===== config.mk =====
export PLATFORM = sky130hd
export DESIGN_NAME = mips_multicycle_ctrl
export DESIGN_NICKNAME = d
export VERILOG_FILES = /design/src/rtl/mips_pkg.sv /design/src/rtl/mips_inst_decode.sv /design/src/rtl/mips_multicycle_ctrl.sv
export SDC_FILE = /design/constraint.sdc
export NUM_CORES = 1
export LEC_CHECK = 0
export ABC_AREA = 1
export CORE_UTILIZATION = 30
export CTS_CLUSTER_DIAMETER = 100
export DETAILED_ROUTE_END_ITERATION = 16
export MAX_ROUTING_LAYER = met4
export PLACE_DENSITY = 0.59
export SYNTH_ARGS = -nofsm -noshare
export SYNTH_HDL_FRONTEND = slang
export SYNTH_HIERARCHICAL = 1
export SYNTH_SLANG_ARGS = --single-unit

===== constraint.sdc =====
create_clock -name clk -period 1.8 [get_ports clk]
set_input_delay 0.27 -clock clk [delete_from_list [all_inputs] [get_ports clk]]
set_output_delay 0.27 -clock clk [all_outputs]
set_load 0.02 [all_outputs]

===== src/rtl/mips_pkg.sv =====
// Shared encodings for the multi-cycle MIPS control unit: opcodes, ALU codes,
// FSM states, datapath select enums and the decoded instruction class.
package mips_pkg;

    // Primary opcodes (instruction bits [31:26])
    localparam logic [5:0] OP_RTYPE = 6'b000000;
    localparam logic [5:0] OP_J     = 6'b000010;
    localparam logic [5:0] OP_JAL   = 6'b000011;
    localparam logic [5:0] OP_BNE   = 6'b000101;
    localparam logic [5:0] OP_ADDIU = 6'b001001;
    localparam logic [5:0] OP_LW    = 6'b100011;
    localparam logic [5:0] OP_SW    = 6'b101011;

    // R-type function codes (instruction bits [5:0])
    localparam logic [5:0] FN_JR    = 6'b001000;
    localparam logic [5:0] FN_ADDU  = 6'b100001;
    localparam logic [5:0] FN_OR    = 6'b100101;

    // ALU control codes, shared with the ALU
    localparam logic [3:0] ALU_ADDIU = 4'b0000;
    localparam logic [3:0] ALU_SW    = 4'b0001;
    localparam logic [3:0] ALU_ADDU  = 4'b0010;
    localparam logic [3:0] ALU_JAL   = 4'b0011;
    localparam logic [3:0] ALU_LW    = 4'b0100;
    localparam logic [3:0] ALU_OR    = 4'b0101;
    localparam logic [3:0] ALU_BNE   = 4'b0110;
    localparam logic [3:0] ALU_J     = 4'b0111;
    localparam logic [3:0] ALU_JR    = 4'b1000;

    typedef enum logic [2:0] {
        ST_RST    = 3'd0,
        ST_FETCH  = 3'd1,
        ST_DECODE = 3'd2,
        ST_EXEC   = 3'd3,
        ST_MEM    = 3'd4,
        ST_WB     = 3'd5,
        ST_TRAP   = 3'd6
    } state_e;

    typedef enum logic [1:0] {
        RD_RT  = 2'b00,
        RD_RD  = 2'b01,
        RD_R31 = 2'b10
    } reg_dst_e;

    typedef enum logic [1:0] {
        WB_ALU = 2'b00,
        WB_MEM = 2'b01,
        WB_PC4 = 2'b10
    } wb_src_e;

    typedef enum logic [1:0] {
        PC_PLUS4  = 2'b00,
        PC_BRANCH = 2'b01,
        PC_JUMP   = 2'b10,
        PC_RS     = 2'b11
    } pc_src_e;

    typedef enum logic [3:0] {
        CLS_ADDIU = 4'd0,
        CLS_SW    = 4'd1,
        CLS_ADDU  = 4'd2,
        CLS_JAL   = 4'd3,
        CLS_LW    = 4'd4,
        CLS_OR    = 4'd5,
        CLS_BNE   = 4'd6,
        CLS_J     = 4'd7,
        CLS_JR    = 4'd8,
        CLS_NONE  = 4'd15
    } inst_class_e;

endpackage


===== src/rtl/mips_inst_decode.sv =====
// Combinational instruction decoder: opcode/funct -> class, valid, ALU code.
module mips_inst_decode
    import mips_pkg::*;
(
    input  logic [5:0]  opcode,
    input  logic [5:0]  funct,
    output inst_class_e cls,
    output logic        valid,
    output logic [3:0]  alu_ctrl
);

    // Classify the instruction; anything not listed stays CLS_NONE / invalid
    always_comb begin
        cls = CLS_NONE;
        case (opcode)
            OP_RTYPE: begin
                case (funct)
                    FN_ADDU: cls = CLS_ADDU;
                    FN_OR:   cls = CLS_OR;
                    FN_JR:   cls = CLS_JR;
                    default: cls = CLS_NONE;
                endcase
            end
            OP_ADDIU: cls = CLS_ADDIU;
            OP_LW:    cls = CLS_LW;
            OP_SW:    cls = CLS_SW;
            OP_BNE:   cls = CLS_BNE;
            OP_J:     cls = CLS_J;
            OP_JAL:   cls = CLS_JAL;
            default:  cls = CLS_NONE;
        endcase
    end

    // Map the class onto its ALU operation code
    always_comb begin
        valid    = 1'b1;
        alu_ctrl = ALU_ADDIU;
        case (cls)
            CLS_ADDIU: alu_ctrl = ALU_ADDIU;
            CLS_SW:    alu_ctrl = ALU_SW;
            CLS_ADDU:  alu_ctrl = ALU_ADDU;
            CLS_JAL:   alu_ctrl = ALU_JAL;
            CLS_LW:    alu_ctrl = ALU_LW;
            CLS_OR:    alu_ctrl = ALU_OR;
            CLS_BNE:   alu_ctrl = ALU_BNE;
            CLS_J:     alu_ctrl = ALU_J;
            CLS_JR:    alu_ctrl = ALU_JR;
            default:   valid    = 1'b0;
        endcase
    end

endmodule


===== src/rtl/mips_multicycle_ctrl.sv =====
// Multi-cycle main control FSM for the MIPS core. Sequences fetch, decode,
// execute, memory and write-back, drives all datapath selects/enables and
// counts retired instructions.
//
// state  | meaning
// -------+-----------------------------------------------------------
// RST    | one idle cycle after reset, all outputs low
// FETCH  | instruction read from PC; IR and PC load on mem_ready
// DECODE | opcode/funct sampled into the class register
// EXEC   | ALU op; branches and jumps update PC and finish here
// MEM    | data access at ALU result; sw finishes here on mem_ready
// WB     | register-file write for ALU ops and lw
// TRAP   | unsupported encoding; terminal until reset
module mips_multicycle_ctrl
    import mips_pkg::*;
(
    input  logic        clk,
    input  logic        reset,
    input  logic [5:0]  opcode,
    input  logic [5:0]  funct,
    input  logic        zero,
    input  logic        mem_ready,
    output logic [3:0]  alu_ctrl,
    output logic        alu_src_b,
    output logic [1:0]  reg_dst,
    output logic [1:0]  wb_src,
    output logic        reg_write,
    output logic        mem_req,
    output logic        mem_we,
    output logic        iord,
    output logic        ir_write,
    output logic        pc_write,
    output logic [1:0]  pc_src,
    output logic        illegal,
    output logic [31:0] retired
);

    state_e      state_q, state_d;
    inst_class_e cls_q, cls_d;
    logic [3:0]  alu_q, alu_d;
    logic [31:0] retired_q, retired_d;
    logic        retire;

    inst_class_e dec_cls;
    logic        dec_valid;
    logic [3:0]  dec_alu;

    mips_inst_decode u_decode (
        .opcode   (opcode),
        .funct    (funct),
        .cls      (dec_cls),
        .valid    (dec_valid),
        .alu_ctrl (dec_alu)
    );

    // State, latched instruction class and retire counter
    always_ff @(posedge clk or posedge reset) begin
        if (reset) begin
            state_q   <= ST_RST;
            cls_q     <= CLS_NONE;
            alu_q     <= ALU_ADDIU;
            retired_q <= '0;
        end else begin
            state_q   <= state_d;
            cls_q     <= cls_d;
            alu_q     <= alu_d;
            retired_q <= retired_d;
        end
    end

    // Next-state and output decode from registered state plus latched class
    always_comb begin
        state_d   = state_q;
        cls_d     = cls_q;
        alu_d     = alu_q;
        retired_d = retired_q;
        retire    = 1'b0;

        alu_ctrl  = 4'b0000;
        alu_src_b = 1'b0;
        reg_dst   = RD_RT;
        wb_src    = WB_ALU;
        reg_write = 1'b0;
        mem_req   = 1'b0;
        mem_we    = 1'b0;
        iord      = 1'b0;
        ir_write  = 1'b0;
        pc_write  = 1'b0;
        pc_src    = PC_PLUS4;
        illegal   = 1'b0;

        case (state_q)
            ST_RST: state_d = ST_FETCH;

            ST_FETCH: begin
                mem_req = 1'b1;
                if (mem_ready) begin
                    ir_write = 1'b1;
                    pc_write = 1'b1;
                    state_d  = ST_DECODE;
                end
            end

            ST_DECODE: begin
                cls_d   = dec_cls;
                alu_d   = dec_alu;
                state_d = dec_valid ? ST_EXEC : ST_TRAP;
            end

            ST_EXEC: begin
                alu_ctrl  = alu_q;
                alu_src_b = (cls_q == CLS_ADDIU) || (cls_q == CLS_LW) || (cls_q == CLS_SW);
                case (cls_q)
                    CLS_ADDU, CLS_OR, CLS_ADDIU: state_d = ST_WB;
                    CLS_LW, CLS_SW:              state_d = ST_MEM;
                    CLS_BNE: begin
                        pc_write = ~zero;
                        pc_src   = PC_BRANCH;
                        retire   = 1'b1;
                        state_d  = ST_FETCH;
                    end
                    CLS_J: begin
                        pc_write = 1'b1;
                        pc_src   = PC_JUMP;
                        retire   = 1'b1;
                        state_d  = ST_FETCH;
                    end
                    CLS_JAL: begin
                        pc_write  = 1'b1;
                        pc_src    = PC_JUMP;
                        reg_write = 1'b1;
                        reg_dst   = RD_R31;
                        wb_src    = WB_PC4;
                        retire    = 1'b1;
                        state_d   = ST_FETCH;
                    end
                    CLS_JR: begin
                        pc_write = 1'b1;
                        pc_src   = PC_RS;
                        retire   = 1'b1;
                        state_d  = ST_FETCH;
                    end
                    default: state_d = ST_TRAP;
                endcase
            end

            ST_MEM: begin
                mem_req = 1'b1;
                iord    = 1'b1;
                mem_we  = (cls_q == CLS_SW);
                if (mem_ready) begin
                    if (cls_q == CLS_SW) begin
                        retire  = 1'b1;
                        state_d = ST_FETCH;
                    end else begin
                        state_d = ST_WB;
                    end
                end
            end

            ST_WB: begin
                reg_write = 1'b1;
                reg_dst   = ((cls_q == CLS_ADDU) || (cls_q == CLS_OR)) ? RD_RD : RD_RT;
                wb_src    = (cls_q == CLS_LW) ? WB_MEM : WB_ALU;
                retire    = 1'b1;
                state_d   = ST_FETCH;
            end

            ST_TRAP: illegal = 1'b1;

            default: state_d = ST_RST;
        endcase

        if (retire) begin
            retired_d = retired_q + 32'd1;
        end
    end

    assign retired = retired_q;

endmodule


==> results.md <==
- Diodes inserted: 0
- Flop-to-flop setup slack: roughly 30 ps
- Critical path class: register to output pin
- Die X: 105.5 um
- Worst Setup EP: pc_write
- Post CTS Setup Buffer Count: 0
- Slew margin rel.: approximately three quarters
- P_sw: about 1.7 mW
- CP bufs+invs: 1
- Final Net Count: 650
- CTS Buf Count: 5
- # H-tree levels: 2
- Clk root buf: clkbuf_8
- Routed vias/inst: about 4.5
- Die ar.: around 0.011 mm2
- Violations in the final reports: negative setup slack
- Post-synth EDFFs: 0
- Finished Core Util: 43.89%
- Post-Syn Area: ~0.0032 mm2
- WHS: 139.7 ps
- Initial Util: 30.97%
- FF-to-FF path depth: 11
- Max-slew violations: 0
- Slowest-stage cell, CP: dfstp_2
- Synth top area share: 30.39%
- Worst setup SP type: register
- Hold Fails Final Rpt: 0
- Tmin final: between 1500 and 2000 ps
- Layout cells sized above 1: between 20% and 30%
- Overflow left after global routing: 0
- Post-synth top area cell: dfrtp_1
- Clock-pin slew on the worst setup and hold paths: 90 ps
- Worst VDD drop: 0.5197 mV
- Clk Latency, worst-skew pair: around 300 ps
- Fmax: 525.1 MHz
- Setup crit end kind: output pin
- Gr usage total: approximately 17%
- Reg-to-Reg End: retired[17]
- HPWL Detailed: between 6000 and 7000 um
- CTS Buffer Depth: 2
- Sequential group share of total power: between 30% and 40%
- Antenna violations before repair: 0
- Worst path depth: 7
- Worst path top cell family by delay: flip-flops
- CP peak stage delay: a little over 600 ps
- Gp weighted congestion: 0.8784
- Ranking of synthesized cells by area: dfrtp_1 (30%), nand2_1 (25%), nor2_1 (11%)
- Beginning of the critical path: cls_q[0]
- CTS Hold Buffers Added: 0
- Wire per inst: between 10 and 15 um
- Post-Synthesis Cells: about 520
- Synth Register Bits: 43
- Vias in the first global route: 3154
- Worst path cell trace: nor2_2, nand2_1, nand3_2, nand2_2, a21oi_2, or2_4, buf_6
- # Max-Cap Violations: 0
- Area grow syn2layout: 41.72%
- Comb pwr share: 52.2%
- Ys Warns: 6
- Switching Share: between 40 and 50%
- Clk pwr share: about 16%
- Avg Inst Size Synth: between 6 and 7 um2
- Critical path fanouts, max: 5
- Required time of the critical path: approximately 1500 ps
- RSZ-0062 raised after global routing: true
- Die Ht: 105.5 um
- Top_reg_cell synth: dfrtp_1
- Final setup skew: about 14 ps
- Core Region: roughly 0.010 mm2
- Top cells by count, synth: nand2_1 (212), nor2_1 (90), inv_1 (56), dfrtp_1 (39), nand3_1 (36)
- CTS tree: yes
- Filler instances: 1056
- Iter 0 DRT Violations: 138
- First-pass detailed-route iteration total: 4
- Seq/Total Area, Yosys: roughly 34%
- Num rows: 37
- Synth unique cells: 32
- Mapped Nets: 538
- RR Startpoint: cls_q[0]
- Post-layout worst setup margin: -104.3 ps
- Static Leak: approximately 2.2 nW
- PwrDens: slightly above 900 mW/mm2
- Number of remaining DRC errors: 0
- Total wire length: a little under 9000 um
- Worst hold path type: primary input to async pin
- Int Pwr: between 2 and 3 mW
- First-pass GRT wire length: about 14000 um
- Async set-or-reset flop fraction in the synthesized netlist: 100.0%
- Final count of negative-setup-slack endpoints: 3
- Post-route ant nets: 0
- CTS sink count: 43
- Outcome: finished, violations left
- Largest net degree at the start of global routing: 29
- Crit path DAT: approximately 1600 ps
- Via count: 3496
- Count leader, synth: nand2_1
- Worst-Margin Slew: 392.7 ps
- Period utilization: 105.8%
- Port Buf Inserts: 65
- Top Ports: 66
## cell type report
class	instances	area, um2	area share [%]
Clock buffer	8	100.1	2.199
Tap cell	136	170.2	3.738
Timing Repair Buffer	113	1027	22.57
Sequential cell	43	1081	23.75
Multi-Input combinational cell	407	1934	42.50
Inverter	63	239.0	5.250
## worst min path at each step
stage / start / endpoint / slack, ps / cells past startpoint
after floorplan: mem_ready / state_q[0] / 380 / 1
after global placement: reset / alu_q[1] / 460 / 2
after detailed placement: reset / alu_q[1] / 470 / 2
after CTS: reset / alu_q[1] / 140 / 2
after global routing: reset / alu_q[1] / 140 / 2
final: reset / alu_q[1] / 140 / 2
## sequential cells by signal (all words and copies together), names as in the netlist
signal   count
cls_q        4
alu_q        4
retired     32
state_q      3
## worst reg2reg max path, delay by kind of cell (launching register included)
family        cells  cell delay (ps)
simple gates      7              620
buf+inv           4              400
flops             1              620
## timing repair
item,in CTS,in global routing
hold endpoints to repair,0,0
setup endpoints to repair,19,31
gates cloned,0,1
pin swaps,1,12
resized for setup,60,64
## per-stage QoR
step	TNS (ps)	setup slack, ps	instance area, um2	power, mW	cells
after floorplan	0	107.1	3212	2.458	521
after global placement	-1791	-240.4	4338	3.401	761
after detailed placement	-2529	-314.2	4338	3.433	761
after CTS	-676.7	-179.3	4408	4.080	769
after global routing	-1396	-184.5	4552	4.565	770
final	-205.0	-104.3	4552	4.255	770
## routing by layer
layer  vias up  share of wire (%)  track usage [%]
li1       1818                  -                -
met1      1594                 45            21.44
met2        78                 48            27.11
met3         6                5.2            2.165
met4         0               0.94            4.225
met5         -                  0                -
## kinds of logic after synthesis
logic type	after synthesis	synth area share, %
XOR/XNOR	13	3.779
adder cells (fa/ha/maj)	1	0.3895
AO/OA/AOI/OAI	27	4.402
flip-flops	43	33.66
AND/OR/NAND/NOR	366	48.07
buffers and inverters	71	9.700
## power by group through the flow
| stage | registers [mW] | logic [mW] | clock network, mW |
|---|---|---|---|
| finish | 1.35 | 2.22 | 0.687 |
| global route | 1.37 | 2.43 | 0.765 |
| CTS | 1.31 | 2.06 | 0.711 |
| detailed placement | 1.33 | 2.10 | 0 |
| global placement | 1.32 | 2.08 | 0 |
| floorplan | 1.40 | 1.06 | 0 |
## placed cells by master, fill, tap and decap left out, types with 5 or more instances in the layout
cell,netlist,final
nor2_2,6,14
xor2_1,11,11
a21oi_1,16,12
buf_2,1,5
nor2_4,4,8
inv_1,56,52
inv_2,5,9
dlymetal6s2s_1,0,6
nand2_1,212,211
nand3_1,36,32
dfrtp_1,39,39
nand3_2,6,9
clkdlybuf4s50_1,0,41
buf_4,3,49
o21ai_0,7,6
clkbuf_8,0,7
nor2_1,90,78
Note: power is estimated with default switching activity, not from simulation.
